===== config.mk =====
export PLATFORM = sky130hd
export DESIGN_NAME = i2c_result_buf
export DESIGN_NICKNAME = d
export VERILOG_FILES = /design/src/rtl/i2c_result_buf_pkg.sv /design/src/rtl/i2c_dom_fifo.sv /design/src/rtl/i2c_result_buf.sv
export SDC_FILE = /design/constraint.sdc
export NUM_CORES = 1
export LEC_CHECK = 0
export CORE_MARGIN = 2
export CORE_UTILIZATION = 57
export CTS_CLUSTER_DIAMETER = 100
export DETAILED_ROUTE_END_ITERATION = 6
export PLACE_DENSITY = 0.82
export SYNTH_ARGS = -nofsm -noshare
export SYNTH_HDL_FRONTEND = slang
export SYNTH_HIERARCHICAL = 1
export SYNTH_SLANG_ARGS = --single-unit

===== constraint.sdc =====
create_clock -name clk -period 3.1 [get_ports clk]
set_clock_uncertainty 0.1 [all_clocks]
set_input_delay 0.62 -clock clk [delete_from_list [all_inputs] [get_ports clk]]
set_output_delay 0.62 -clock clk [all_outputs]
set_load 0.02 [all_outputs]

===== src/rtl/i2c_result_buf_pkg.sv =====
// Shared encodings for the I2C per-domain result buffer: domain codes,
// round-sequence states and default sizing.
package i2c_result_buf_pkg;

    localparam logic DOM_D1 = 1'b0;
    localparam logic DOM_D2 = 1'b1;

    localparam logic [0:0] EXP_D1 = 1'b0;
    localparam logic [0:0] EXP_D2 = 1'b1;

    localparam int DEFAULT_DEPTH = 4;
    localparam int DEFAULT_CNT_W = 8;

    // One beat as presented by the world controller.
    typedef struct packed {
        logic       valid;
        logic       domain;
        logic [7:0] data;
        logic       done;
    } in_beat_t;

endpackage


===== src/rtl/i2c_dom_fifo.sv =====
// Single-domain synchronous FIFO with a registered read port that returns zero
// on any cycle without a pop. Storage scrubbing: I2C_RESULT_BUF_SCRUB_EN.
module i2c_dom_fifo
    import i2c_result_buf_pkg::*;
#(
    parameter int DEPTH = DEFAULT_DEPTH
) (
    input  logic       clk,
    input  logic       rst_n,
    input  logic       push,
    input  logic [7:0] wdata,
    input  logic       pop,
    output logic [7:0] q,
    output logic       full,
    output logic       empty,
    output logic       dropped
);

    localparam int AW = $clog2(DEPTH);

    logic [7:0]  mem [DEPTH];
    logic [AW:0] wr_ptr_reg;
    logic [AW:0] rd_ptr_reg;
    logic [7:0]  q_reg;
    logic        push_ok;
    logic        pop_ok;
    logic [AW-1:0] wr_idx;
    logic [AW-1:0] rd_idx;

    assign wr_idx = wr_ptr_reg[AW-1:0];
    assign rd_idx = rd_ptr_reg[AW-1:0];

    assign empty = (wr_ptr_reg == rd_ptr_reg);
    assign full  = (wr_ptr_reg[AW] != rd_ptr_reg[AW]) && (wr_idx == rd_idx);

    // A pop in the same cycle frees the slot, so a full FIFO still accepts.
    assign pop_ok  = pop & ~empty;
    assign push_ok = push & (~full | pop_ok);
    assign dropped = push & full & ~pop_ok;

    always_ff @(posedge clk or negedge rst_n) begin
        if (!rst_n) begin
            wr_ptr_reg <= '0;
            rd_ptr_reg <= '0;
            q_reg      <= '0;
        end else begin
            if (push_ok) begin
                wr_ptr_reg <= wr_ptr_reg + 1'b1;
            end
            if (pop_ok) begin
                rd_ptr_reg <= rd_ptr_reg + 1'b1;
                q_reg      <= mem[rd_idx];
            end else begin
                q_reg      <= '0;
            end
        end
    end

`ifdef I2C_RESULT_BUF_SCRUB_EN
    // Scrub first so a simultaneous push into the same slot (full case) wins.
    always_ff @(posedge clk or negedge rst_n) begin
        if (!rst_n) begin
            for (int i = 0; i < DEPTH; i++) begin
                mem[i] <= '0;
            end
        end else begin
            if (pop_ok) begin
                mem[rd_idx] <= '0;
            end
            if (push_ok) begin
                mem[wr_idx] <= wdata;
            end
        end
    end
`else
    always_ff @(posedge clk) begin
        if (push_ok) begin
            mem[wr_idx] <= wdata;
        end
    end
`endif

    assign q = q_reg;

endmodule


===== src/rtl/i2c_result_buf.sv =====
// Sorts world-controller read bytes into per-domain FIFOs, checks the D1-then-D2
// round order and serves a domain-isolated read port. Option: I2C_RESULT_BUF_SCRUB_EN.
module i2c_result_buf
    import i2c_result_buf_pkg::*;
#(
    parameter int DEPTH = DEFAULT_DEPTH,
    parameter int CNT_W = DEFAULT_CNT_W
) (
    input  logic             clk,
    input  logic             rst_n,
    input  logic             in_domain,
    input  logic             in_valid,
    input  logic [7:0]       in_data,
    input  logic             in_done,
    input  logic             rd_req,
    input  logic             rd_domain,
    output logic [7:0]       rd_data,
    output logic             rd_valid,
    output logic [1:0]       empty,
    output logic [1:0]       full,
    output logic [1:0]       ovf,
    output logic             seq_err,
    output logic [CNT_W-1:0] round_cnt,
    input  logic             clr
);

    in_beat_t beat;
    assign beat = '{valid: in_valid, domain: in_domain, data: in_data, done: in_done};

    logic [0:0]       state_reg, state_next;
    logic             d2_seen_reg, d2_seen_next;
    logic             accept;
    logic             seq_set;
    logic             round_inc;

    logic [1:0]       push;
    logic [1:0]       pop;
    logic [1:0]       dropped;
    logic [1:0][7:0]  q;

    logic             rd_valid_reg;
    logic             rd_sel_reg;
    logic [1:0]       ovf_reg;
    logic             seq_err_reg;
    logic [CNT_W-1:0] round_cnt_reg;

    // Round sequencing: D1 opens a round, D2 (with or followed by done) closes it.
    always_comb begin
        state_next   = state_reg;
        d2_seen_next = d2_seen_reg;
        accept       = 1'b0;
        seq_set      = 1'b0;
        round_inc    = 1'b0;
        case (state_reg)
            EXP_D1: begin
                if (beat.done) begin
                    seq_set = 1'b1;
                end
                if (beat.valid) begin
                    if (beat.domain == DOM_D1) begin
                        accept       = 1'b1;
                        state_next   = EXP_D2;
                        d2_seen_next = 1'b0;
                    end else begin
                        seq_set = 1'b1;
                    end
                end
            end
            default: begin
                if (beat.valid && beat.domain == DOM_D1) begin
                    // A repeated D1 sample restarts the round but is not stored.
                    seq_set      = 1'b1;
                    d2_seen_next = 1'b0;
                end else if (beat.valid) begin
                    accept = 1'b1;
                    if (beat.done) begin
                        round_inc    = 1'b1;
                        state_next   = EXP_D1;
                        d2_seen_next = 1'b0;
                    end else begin
                        d2_seen_next = 1'b1;
                    end
                end else if (beat.done) begin
                    state_next   = EXP_D1;
                    d2_seen_next = 1'b0;
                    if (d2_seen_reg) begin
                        round_inc = 1'b1;
                    end else begin
                        seq_set = 1'b1;
                    end
                end
            end
        endcase
    end

    generate
        for (genvar gi = 0; gi < 2; gi++) begin : g_dom
            assign push[gi] = accept & (beat.domain == 1'(gi));
            assign pop[gi]  = rd_req & (rd_domain == 1'(gi)) & ~empty[gi];

            i2c_dom_fifo #(
                .DEPTH (DEPTH)
            ) u_fifo (
                .clk     (clk),
                .rst_n   (rst_n),
                .push    (push[gi]),
                .wdata   (beat.data),
                .pop     (pop[gi]),
                .q       (q[gi]),
                .full    (full[gi]),
                .empty   (empty[gi]),
                .dropped (dropped[gi])
            );
        end
    endgenerate

    // Clear is applied before the set terms so a same-cycle set survives.
    always_ff @(posedge clk or negedge rst_n) begin
        if (!rst_n) begin
            state_reg     <= EXP_D1;
            d2_seen_reg   <= 1'b0;
            rd_valid_reg  <= 1'b0;
            rd_sel_reg    <= DOM_D1;
            ovf_reg       <= '0;
            seq_err_reg   <= 1'b0;
            round_cnt_reg <= '0;
        end else begin
            state_reg     <= state_next;
            d2_seen_reg   <= d2_seen_next;
            rd_valid_reg  <= |pop;
            rd_sel_reg    <= rd_domain;
            ovf_reg       <= (clr ? 2'b00 : ovf_reg) | dropped;
            seq_err_reg   <= (clr ? 1'b0 : seq_err_reg) | seq_set;
            round_cnt_reg <= (clr ? '0 : round_cnt_reg) + CNT_W'(round_inc);
        end
    end

    // Only the FIFO named by the registered rd_domain can reach the output.
    assign rd_data   = rd_valid_reg ? ((rd_sel_reg == DOM_D2) ? q[1] : q[0]) : 8'h00;
    assign rd_valid  = rd_valid_reg;
    assign ovf       = ovf_reg;
    assign seq_err   = seq_err_reg;
    assign round_cnt = round_cnt_reg;

endmodule


==> results of run 1 <==
critical path, stage by stage, from the launching register on:
cell	delay [ns]
dfrtp_1	0.44
xor2_2	0.24
nor3_1	0.39
clkdlybuf4s50_1	0.71
per-stage QoR:
step / worst slack [ns] / total power [uW] / util [%] / std cells
2_1_floorplan: 0.358 / 2920 / - / 274
3_3_place_gp: 0.340 / 3280 / 65.2 / 414
3_5_place_dp: 0.213 / 3330 / 65.2 / 414
4_1_cts: 0.122 / 4170 / 67.9 / 430
5_1_grt: 0.114 / 4360 / 67.9 / 430
6_report: 0.232 / 4120 / 67.9 / 430
report_power, final:
part / internal, uW / switching (uW) / total [uW]
clock network: 323 / 510 / 832
registers: 1720 / 183 / 1910
logic: 696 / 681 / 1380
Yosys cell counts, types with 3 or more instances:
cell type / count
nand3_1: 3
ha_1: 13
mux4_2: 16
xnor2_1: 10
mux2i_1: 9
nor2_1: 7
edfxtp_1: 64
nand2_1: 7
and3_2: 8
and2b_2: 4
nor2b_1: 10
inv_1: 10
xor2_1: 5
o21ai_0: 5
dfrtp_1: 43
and2b_1: 14
buf_6: 4
a21oi_1: 3
nor3_1: 5
routing by layer:
metal / vias up / track usage (%) / part of all wire (%)
li1: 1118 / - / -
met1: 1173 / 27.9 / 47
met2: 57 / 28.2 / 47
met3: 4 / 4.51 / 4.6
met4: 0 / 5.39 / 0.71
met5: - / 0 / 0
final cells by class:
type	count	area, um^2	share of cell area [%]
inverters	10	37.5	0.715
well taps	102	128	2.43
clock buffers	9	124	2.36
repair buffers	43	415	7.92
flip-flops and latches	107	3000	57.2
multi-input cells	152	1460	27.9
clock inverters	7	81.3	1.55
layout by cell type (no fill, tap or decap), drive strengths merged, types with 3 or more instances in the layout:
cell           count
nor3               5
inv               13
nand3              3
o21ai              5
nor2               7
edfxtp            64
clkdlybuf4s50     38
clkbuf             9
mux2               4
nor2b             10
and3               9
mux4              16
dfrtp             43
clkinv             4
xor2               7
and2b             18
mux2i              9
buf                5
nand2              7
a21oi              3
ha                13
xnor2             10
cells by family (layout without fill, tap and decap cells):
kind of cell	after synthesis	in the layout	synth area share [%]
fa+ha+maj	13	13	3.58
compound gates	22	22	3.60
buf+inv	15	69	1.93
mux	29	29	11.1
flops	107	107	65.9
simple gates	71	71	10.3
xor+xnor	17	17	3.60
worst min-delay path by stage:
stage	startpoint	to	slack, ns	cells after the start
2_1_floorplan	rst_n	d2_seen_reg$_DFFE_PN0P_	0.22	0
3_3_place_gp	ovf[1]$_DFF_PN0_	ovf[1]$_DFF_PN0_	0.37	1
3_5_place_dp	ovf[1]$_DFF_PN0_	ovf[1]$_DFF_PN0_	0.38	1
4_1_cts	rst_n	round_cnt[0]$_DFF_PN0_	0.33	1
5_1_grt	rst_n	round_cnt[0]$_DFF_PN0_	0.36	1
6_report	rst_n	round_cnt[0]$_DFF_PN0_	0.28	1
==> summary.txt, run 1 <==
Layout
  – Layout area overhead: 15.4%
  – Antenna diodes: 0
  – Max reg flops: 64
  – Final nets: 352
  – Post-Layout Inst Area: 0.00525 mm^2
  – Fraction of layout cells with a size suffix above 1: 18.9%
  – Fillers: 523

Clock network
  – H-tree levels: 3
  – CTS tree: built
  – Setup Fix Bufs, Post-CTS: 0
  – CTS buffer count: 9
  – Clock root buffer master: clkbuf_8
  – Clk slew on worst S/H paths: about 0.11 ns
  – CTS sink count: 107
  – Bufs on Longest Clock Path: 2
  – Post-cts resize count: 0
  – Hold_buf cts: 0
  – Clk Latency, worst-skew pair: 0.36 ns

Floorplanning
  – I/O pins: 40
  – Initial Util: between 50% and 60%
  – Core Box Area: 0.00773 mm^2
  – Rows: 32
  – Die Span X: between 90 and 100 um
  – Die extent in y: 93.3 um
  – Die ar.: 0.00871 mm^2

Yosys
  – Syn Inst Count: 274
  – Post-synth ARST share: 40.2%
  – Synth Flop Type: edfxtp_1
  – Post-Syn Nets: between 300 and 400
  – Yosys top cell area share: between 40% and 50%
  – Yosys cell types: 40
  – Largest area contributor in the netlist: edfxtp_1
  – Synthesis warning total: 6
  – Largest cells by area after synthesis: edfxtp_1, dfrtp_1, mux4_2
  – #FFs+latches synth: between 100 and 150
  – Netlist Area Pre-Place: around 0.0045 mm^2
  – Syn avg cell area: around 17 um^2
  – Sequential element share of the synthesized area: 65.9%
  – Number of synthesized flops with an enable pin: 64

Timing
  – Least-Margin Pin Slew: ~0.95 ns
  – Max_slew headroom: between 30 and 40%
  – Count of final hold-check violations: 0
  – RSZ-0062 raised after global routing: no
  – Final critical-path share of the clock period: 92.5%
  – F_max: between 300 and 400 MHz
  – Final Slew Violations: 0
  – Fin crit period: 2.87 ns
  – Setup TNS Final: 0 ns
  – Hold_ws: between 0.2 and 0.3 ns
  – Finish-stage setup viols: 0

Placement
  – DP Area: ~0.005 mm^2
  – Detailed Place HPWL: 5340 um
  – Port bufs: 39
  – Routability Congestion: 0.772

Pwr
  – Pleak: around 0.0021 uW
  – Pwr Density: 785 mW/mm^2
  – Worst IR Drop VDD: around 700 uV

Detailed routing
  – First DRT Iteration DRCs: 118
  – Via Count: 2352
  – Routed Wire Length: 7420 um
  – Post-route ant nets: 0
  – First-pass iteration count of the detailed router: 4
  – Drt wl/cell: 17.3 um
  – Drt drc: 0
  – Vias per inst: 5.47

Setup path
  – Worst r2r src: g_dom[0].u_fifo/rd_ptr_reg[1]$_DFFE_PN0P_
  – Crit path DAT: 2.15 ns
  – Critical path endpoint category: primary output
  – R2R Path End: g_dom[0].u_fifo/mem[1][7]$_DFFE_PP_
  – Worst Setup SP: g_dom[0].u_fifo/rd_ptr_reg[1]$_DFFE_PN0P_
  – CP startpoint kind: flop
  – CP max FO: 7
  – CP endpoint: empty[0]
  – CP required: 2.38 ns
  – R2R cell count: 5
  – Critical path class: flop to primary output
  – R2r setup slk: between 0.3 and 0.4 ns

Global route
  – Pin count of the biggest net entering global routing: 44
  – All-Layer GR Usage: 18.8%
  – Remaining global-route overflow: 0
  – Vias in the first global route: 2378
  – First-pass GRT wire length: 12200 um
  – Initial antenna violation count: 0

Outcome
  – Status: complete, no violations

Flow run
  – Max Cap Viol: 0

Min path
  – Tightest Hold Check Type: input port to asynchronous set/reset pin
(Power assumes the default switching activity.)
==> run 2, diff against run 1 <==
CAP_MARGIN = 20   (was not set)
CORE_UTILIZATION = 61   (was 57)
PLACE_DENSITY = 0.87   (was 0.82)
TNS_END_PERCENT = 100   (was not set)
clock period = 3.37 ns   (was 3.1 ns; I/O delays follow)
==> summary.txt, run 2 (synthesized netlist as in run 1, its figures left out) <==
Placement
  – Detailed Place HPWL: 5620 um
  – Routability Congestion: 0.784
  – DP Area: 0.00502 mm^2
  – Pre-CTS setup slack: 0.480 ns
  – Port bufs: 39

Global route
  – First-pass GRT wire length: 12800 um
  – Met1 usage: approximately 28%
  – All-Layer GR Usage: between 20% and 30%
  – Vias in the first global route: approximately 2500
  – Remaining global-route overflow: 0
  – Initial antenna violation count: 0
  – Routing usage on met2: 33.4%
  – Most used routing layer in global routing: met2
  – Pin count of the biggest net entering global routing: 44
  – Met3 Usage GRT: 4.92%

Layout
  – Fraction of layout cells with a size suffix above 1: between 10% and 20%
  – Area occupied by multi-input gates: 0.00146 mm^2
  – Fillers: 442
  – Post-layout util: 72.0%
  – Antenna diodes: 0
  – Final nets: 350
  – Layout area overhead: 14.8%
  – Max reg flops: between 60 and 70
  – Storage element area: 0.00300 mm^2
  – Post-Layout Inst Area: approximately 0.0052 mm^2
  – Commonest non-fill, non-tap cell in the layout: edfxtp_1
  – Most frequent cells in the layout: edfxtp_1, dfrtp_1, clkdlybuf4s50_1

Min path
  – Tightest Hold Check Type: input port to asynchronous set/reset pin

Detailed routing
  – Vias per inst: 5.69
  – Drt drc: 0
  – Via Count: 2420
  – First DRT Iteration DRCs: ~160
  – Drt wl/cell: 18.4 um
  – Post-route ant nets: 0
  – Routed Wire Length: 7800 um
  – First-pass iteration count of the detailed router: 4

Timing
  – Finish-stage setup viols: 0
  – RSZ-0062 raised after global routing: no
  – Setup TNS Final: 0 ns
  – Count of final hold-check violations: 0
  – Least-Margin Pin Slew: 0.939 ns
  – Final setup margin: 0.177 ns
  – F_max: 313 MHz
  – Max_slew headroom: 37.4%
  – Final critical-path share of the clock period: 94.7%
  – Final Slew Violations: 0
  – Fin crit period: 3.19 ns

Floorplanning
  – Initial Util: a little over three fifths
  – Core Box Area: 0.00725 mm^2
  – Die Span X: between 90 and 100 um
  – Die extent in y: between 90 and 100 um
  – I/O pins: 40
  – Die ar.: 0.00816 mm^2
  – Rows: 31

Clock network
  – Clock root buffer master: clkbuf_8
  – CTS sink count: 107
  – Setup Fix Bufs, Post-CTS: 0
  – Clk Latency, worst-skew pair: 0.37 ns
  – Hold_buf cts: 0
  – Post-cts resize count: 0
  – Clk slew on worst S/H paths: 0.10 ns
  – H-tree levels: 3
  – Bufs on Longest Clock Path: 2
  – CTS buffer count: 9
  – CTS tree: built

Outcome
  – Status: complete, no violations

Setup path
  – Crit path DAT: ~2.4 ns
  – Slowest Stage Delay on Critical Path: 0.72 ns
  – Critical path endpoint category: primary output
  – CP cell instances: xor2_2 -> nor3_1 -> clkdlybuf4s50_1
  – CP bufs+invs: 1
  – CP startpoint kind: flop
  – Top delay family on crit path: buffers and inverters
  – Slowest CP cell: clkdlybuf4s50_1
  – CP max FO: 11
  – Critical path class: flop to primary output
  – CP required: around 2.6 ns

Pwr
  – Pleak: 0.00207 uW
  – Pwr Density: 719 mW/mm^2
  – Total power: between 3000 and 4000 uW
  – Worst IR Drop VDD: 424 uV

Flow run
  – Max Cap Viol: 0
-- run 2: changes by cell type in the layout (fill, tap and decap cells not counted), sizes merged --
cell and change:
clkinvlp +2, inv -1, clkinv -1, buf -2
-- run 2: layout make-up --
cell class | instances | share of cell area, %
flip-flops and latches | 107 | 57.4
multi-input cells | 152 | 28.0
repair buffers | 41 | 7.67
clock buffers | 9 | 2.37
well taps | 99 | 2.37
clock inverters | 7 | 1.41
inverters | 10 | 0.719
-- run 2: worst paths after layout --
path / start / endpoint / slack (ns) / depth (start not counted)
setup / recovery: g_dom[0].u_fifo/rd_ptr_reg[1]$_DFFE_PN0P_ / empty[0] / 0.18 / 3
min in group clk: ovf[1]$_DFF_PN0_ / ovf[1]$_DFF_PN0_ / 0.41 / 1
hold reg to reg: ovf[1]$_DFF_PN0_ / ovf[1]$_DFF_PN0_ / 0.41 / 1
setup reg to reg: g_dom[0].u_fifo/rd_ptr_reg[1]$_DFFE_PN0P_ / g_dom[0].u_fifo/mem[1][4]$_DFFE_PP_ / 0.38 / 5
hold / removal: rst_n / seq_err$_DFF_PN0_ / 0.34 / 1
max in group asynchronous: rst_n / g_dom[0].u_fifo/q[0]$_DFF_PN0_ / 2.24 / 1
-- run 2: power by group --
group	total (uW)	switching (uW)	internal (uW)
Sequential	1780	192	1580
Clock	739	452	287
Combinational	1240	617	620
Total	3750	1260	2490
-- run 2: metrics by stage --
| step | std cells | hold slack [ns] |
|---|---|---|
| 2_1_floorplan | 274 | 0.278 |
| 3_3_place_gp | 409 | 0.369 |
| 3_5_place_dp | 409 | 0.374 |
| 4_1_cts | 425 | 0.377 |
| 5_1_grt | 425 | 0.416 |
| 6_report | 425 | 0.337 |
-- run 2: worst reg2reg max path, cell delays in order, from the launching register on --
cell and delay (ns):
dfrtp_1 0.67, xor2_2 0.36, nor3_1 0.17, nor3b_1 0.76
or4_4 0.31, and3_2 0.32
-- run 2: layer usage --
metal,share of wire [%],vias up,routed length [um]
li1,-,1109,-
met1,44,1238,3440
met2,50,62,3920
met3,4.0,11,309
met4,1.7,0,136
met5,0,-,0
